### src/rtl/hamming_tx_arb.sv
// hamming_tx_arb: two-requester round-robin arbiter feeding a Hamming(7,4)
// serialiser. Each grant captures one nibble, encodes it and shifts the code
// word out LSB (code[1]) first, one bit per cycle.
// Optional feature: define HAMMING_TX_SECDED_EN to append an even overall
// parity bit as bit 8 of every frame.
module hamming_tx_arb (
    input  logic       clk,
    input  logic       rst_n,
    input  logic       req_a,
    input  logic [3:0] data_a,
    output logic       gnt_a,
    input  logic       req_b,
    input  logic [3:0] data_b,
    output logic       gnt_b,
    output logic       tx_bit,
    output logic       tx_valid,
    output logic       tx_first,
    output logic       tx_last,
    output logic       tx_src,
    output logic       busy
);

`ifdef HAMMING_TX_SECDED_EN
    localparam int unsigned NBITS = 8;
`else
    localparam int unsigned NBITS = 7;
`endif
    localparam logic [2:0] LAST_IDX = 3'(NBITS - 1);

    typedef enum logic {IDLE, SHIFT} state_t;

    state_t           state, state_nx;
    logic [2:0]       cnt;
    logic [NBITS-1:0] sr;
    logic             last_b;
    logic             src;
    logic             eligible;
    logic             win_a, win_b, grant;
    logic [3:0]       win_data;
    logic [6:0]       code;
    logic [NBITS-1:0] frame;

    // Arbitration: round-robin on a tie, grants only when the shifter can accept
    always_comb begin
        eligible = rst_n && ((state == IDLE) || tx_last);
        win_a    = req_a && (!req_b || last_b);
        win_b    = req_b && !win_a;
        gnt_a    = eligible && win_a;
        gnt_b    = eligible && win_b;
        grant    = gnt_a || gnt_b;
        win_data = win_a ? data_a : data_b;
    end

    // Hamming encode of the winning nibble; code[0] is transmitted first
    always_comb begin
        code[6] = win_data[3];
        code[5] = win_data[2];
        code[4] = win_data[1];
        code[3] = win_data[1] ^ win_data[2] ^ win_data[3];
        code[2] = win_data[0];
        code[1] = win_data[0] ^ win_data[2] ^ win_data[3];
        code[0] = win_data[0] ^ win_data[1] ^ win_data[3];
`ifdef HAMMING_TX_SECDED_EN
        frame   = {^code, code};
`else
        frame   = code;
`endif
    end

    // State register
    always_ff @(posedge clk or negedge rst_n) begin
        if (!rst_n) state <= IDLE;
        else        state <= state_nx;
    end

    // Next-state: leave SHIFT after the last bit unless a new frame is granted
    always_comb begin
        state_nx = state;
        case (state)
            IDLE:    if (grant) state_nx = SHIFT;
            SHIFT:   if (tx_last && !grant) state_nx = IDLE;
            default: state_nx = IDLE;
        endcase
    end

    // Output decode from state and bit index
    always_comb begin
        busy     = (state == SHIFT);
        tx_valid = busy;
        tx_first = busy && (cnt == 3'd0);
        tx_last  = busy && (cnt == LAST_IDX);
        tx_bit   = busy & sr[0];
        tx_src   = src;
    end

    // Datapath: load on grant, otherwise shift and count through the frame
    always_ff @(posedge clk or negedge rst_n) begin
        if (!rst_n) begin
            sr     <= '0;
            cnt    <= '0;
            src    <= 1'b0;
            last_b <= 1'b1;
        end else if (grant) begin
            sr     <= frame;
            cnt    <= '0;
            src    <= win_b;
            last_b <= win_b;
        end else if (state == SHIFT) begin
            if (tx_last) begin
                sr  <= '0;
                cnt <= '0;
            end else begin
                sr  <= sr >> 1;
                cnt <= cnt + 3'd1;
            end
        end
    end

endmodule

### config.mk
export PLATFORM = sky130hd
export DESIGN_NAME = hamming_tx_arb
export DESIGN_NICKNAME = d
export VERILOG_FILES = /design/src/rtl/hamming_tx_arb.sv
export SDC_FILE = /design/constraint.sdc
export NUM_CORES = 1
export LEC_CHECK = 0
export ABC_AREA = 1
export CORE_MARGIN = 3
export CORE_UTILIZATION = 35
export CTS_BUF_LIST = sky130_fd_sc_hd__clkbuf_4
export DETAILED_ROUTE_END_ITERATION = 8
export PLACE_DENSITY_LB_ADDON = 0.12
export SYNTH_ARGS = -nofsm -noshare
export SYNTH_HDL_FRONTEND = slang
export SYNTH_SLANG_ARGS = --single-unit
### constraint.sdc
create_clock -name clk -period 3.3 [get_ports clk]
set_clock_uncertainty 0.2 [all_clocks]
set_input_delay 0.33 -clock clk [delete_from_list [all_inputs] [get_ports clk]]
set_output_delay 0.33 -clock clk [all_outputs]
set_load 0.01 [all_outputs]
**Yosys cells after proc, flatten, opt, wreduce, memory -nomap -nowiden**

Index checks and enable logic that the tools add are counted.

- Flip-flop bits (word level): 13
- Input bits: 12
- Output and inout port bits: 8

- Reduce and logical (&&, ||, !) cells: 16
- Muxes and demuxes: 10
- Equal/unequal tests: 1
- Add/subtract/negate cells: 1
- Bitwise operators: 8

Operator list:

| operator | number |
|---|---|
| $mux W7 | 2 |
| $mux W3 | 3 |
| $logic_and A1 B1 Y1 | 8 |
| $mux W6 | 1 |
| $xor A1 B1 Y1 | 6 |
| $mux W4 | 1 |
| $add A3 B1 Y3 const B | 1 |
| $eq A3 B3 Y1 const B | 1 |
| $logic_not A1 Y1 | 3 |
| $logic_not A3 Y1 | 1 |
| $logic_or A1 B1 Y1 | 3 |
| $mux W1 | 2 |
| $pmux W1 S2 | 1 |
| $reduce_bool A2 Y1 | 1 |
| $and A1 B1 Y1 | 1 |
| $not A1 Y1 | 1 |

**Longest topological paths before layout**

- Word-level depth: 11
- Gate-level depth with buffers: 11

**Least setup slack after synthesis**

Ideal clock, no wire load.

- Kind: register to output
- Start: reg cnt[0]
- End: out gnt_b
- Path slack: 1.569 ns
- Cell stages (with the launch flop): 7
- Path buffers: 0
- Data arrival time: 1.201 ns
- Required time: 2.770 ns
- Cells stage by stage: dfrtp_1 > inv_1 > ha_1 > nand2_1 > a21boi_2 > nand2_1 > nor2_1

- Word-level cells in the longest chain between the ends: 5

Ends and longest elaborated chain:

| element | line | RTL |
|---|---|---|
| start: declaration | 33 | `logic [2:0] cnt;` |
| start signal: assignment | 114 | `cnt <= cnt + 3'd1;` |
| $eq A3 B3 Y1 | 91 | `tx_last = busy && (cnt == LAST_IDX);` |
| $logic_and A1 B1 Y1 | 91 |  |
| $logic_or A1 B1 Y1 | 45 | `eligible = rst_n && ((state == IDLE) \|\| tx_last);` |
| $logic_and A1 B1 Y1 | 45 |  |
| $logic_and A1 B1 Y1 | 49 | `gnt_b = eligible && win_b;` |
| end: declaration | 14 | `output logic gnt_b,` |

No other way between the ends.

**Final worst setup path**

Ends and elaborated chain as after synthesis.

==> out/summary.txt <==
pwr dens: 721 mW/mm^2
clk slew on worst S/H paths: 80 ps
Leak Pwr: 0.638 nW
Die Height: 57.5 um
I/O pins: 20
Worst EP required: 2770 ps
Setup Buffers After CTS: 0
RSZ-0062 raised after global routing: false
Hold-fix buffers, CTS: 0
row count: 18
Fin Setup TNS: 0 ps
Psw: 0.361 mW
Mapped Area: 927 um^2
gr ovfl total: 0
Flop pwr share: 0.345
Final Cell Area: 0.00116 mm^2
Post-route DRC: 0
Int Power: 0.477 mW
share of cells above drive strength 1: 0.0745
Synth top area share: 0.324
most common flop cell mapped by yosys: dfrtp_1
largest area contributor in the netlist: dfrtp_1
Tot GR Track Use: 0.142
syn_nets: 155
max_cap viols: 0
Tightest Pin Transition: 557 ps
Startpoint Class: flop
largest net degree at the start of global routing: 15
post-synthesis cell type count: 21
Ys Warns: 0
antenna violations before repair: 0
vias: 909
top cells by count, synth: 55 x nand2_1, 24 x inv_1, 12 x dfrtp_1, 9 x nand3_1, 9 x nor2_1
DIE AREA: 0.00330 mm^2
wire per inst: 11.2 um
#FFs+latches synth: 13
number of diodes: 0
clk sink count: 13
CP Class: flop to output port
number of fill cells in the layout: 269
Logic pwr share: 0.535
DPL Wire Length: 1.68 mm
EDFF count, synth: 0
DRT Pass-1 Iters: 4
crit path capture type: output port
routed wire length: 2.13 mm
most common cell in the netlist: nand2_1
Synth async-reset ratio: 1.00
port bufs: 19
Final setup violation count: 0
Worst Slack Setup Final: 590 ps
core area: 0.00250 mm^2
final-stage net count: 177
first-pass GRT wire length: 3.68 mm
post-layout min period: 2710 ps
Total Power: 0.838 mW
clk_lat worst skew: 280 ps
DR vias/cell: 4.76
pre-CTS setup slack: 828 ps
Initial DRC Count: 17
Max IR drop VDD: 413 uV
hold crit path type: input pin to async pin
GR Util met2: 0.223
Die Span X: 57.5 um
Final Hold Viols: 0
vias in the first global route: 870
dpl cell area: 0.00114 mm^2
root buffer cell: clkbuf_4
f_max: 0.369 GHz
TritonCTS Buffers: 3
GPL Wtd Cong: 0.768
P&R area growth vs syn: 25.5%
Rel. slew slack: 0.628
Final Cycle Share: 0.821
average size of a mapped cell: 6.62 um^2
met1 Use GR: 0.189
post-route ant nets: 0
Clock power frac: 0.120
sequential area share after synthesis: 0.352
initial core utilization: 0.371
crit path DAT: 2180 ps
max-slew violations: 0
H-tree depth: 1
critical-path maximum fanout: 6
CTS tree: built
sw frac: 0.431
post-CTS sizing: 0
hold slack: 213 ps
clk buf depth: 2
GR Util met3: 0.0498
GR peak layer: met2
Syn Inst Count: 140
status: finished clean
Synth area leaders: dfrtp_1 32%, nand2_1 22%, inv_1 9.7%
## worst max-delay path: stages, from the launching register on
cell and delay [ps]:
dfrtp_1 410, inv_1 90, ha_1 170, nand2_1 160
a21boi_2 250, nand2_1 70, nor2_1 180, clkdlybuf4s50_1 580
## metal layers
metal  routed length (um)  share of wire  up-vias
li1                     -              -      477
met1                 1070           0.50      413
met2                  970           0.45       17
met3                   85          0.040        2
met4                   10         0.0047        0
met5                    0              0        -
## cells by family after synthesis
group,Yosys count,synth area share
and+or+nand+nor,79,0.356
buffers and inverters,27,0.126
AOI/OAI and AO/OA,18,0.126
DFF,13,0.352
adders and majority gates,3,0.0405
## registers in the layout, summed over array words and instances, names as in the netlist
register  cells
sr            7
cnt           3
tx_src        1
busy          1
last_b        1
## worst paths after layout
check                        from      to  slack (ps)  cells after the start
hold reg to reg            tx_src  tx_src         300                      2
max in group asynchronous   rst_n  last_b        2450                      2
min in group clk           tx_src  tx_src         300                      2
setup / recovery           cnt[0]   gnt_b         590                      7
hold / removal              rst_n  cnt[2]         210                      2
setup reg to reg           cnt[0]   sr[5]        1180                      9
## layout by cell type (no fill, tap or decap)
| cell | n |
|---|---|
| a21boi_2 | 1 |
| a21oi_1 | 3 |
| a21oi_2 | 1 |
| buf_4 | 1 |
| clkbuf_4 | 3 |
| clkdlybuf4s50_1 | 19 |
| clkinv_2 | 1 |
| dfrtp_1 | 12 |
| dfstp_2 | 1 |
| ha_1 | 3 |
| inv_1 | 24 |
| nand2_1 | 55 |
| nand2_2 | 2 |
| nand2_4 | 1 |
| nand3_1 | 9 |
| nand3b_1 | 2 |
| nor2_1 | 9 |
| o21ai_0 | 7 |
| o21ai_1 | 1 |
| o21ai_2 | 1 |
| o221ai_1 | 3 |
| o22ai_1 | 1 |
| or2_0 | 1 |
## stage by stage
stage / cells / utilization
after floorplan: 140 / -
after global placement: 187 / 0.454
after detailed placement: 187 / 0.454
after CTS: 191 / 0.465
after global routing: 191 / 0.465
final: 191 / 0.465
## power by group through the flow
stage	Combinational (mW)	Clock, mW	Sequential, mW
finish	0.449	0.100	0.289
global route	0.523	0.113	0.301
CTS	0.454	0.106	0.289
detailed placement	0.452	0	0.293
global placement	0.444	0	0.291
floorplan	0.309	0	0.286
## final cells by class
type,instances,area (um^2),share of cell area
clock buffers,3,22.5,0.0194
clock inverters,1,5.00,0.00430
inverters,24,90.1,0.0774
multi-input cells,100,484,0.416
flip-flops and latches,13,327,0.281
well taps,30,37.5,0.0323
repair buffers,20,198,0.170
(Power assumes the default switching activity.)
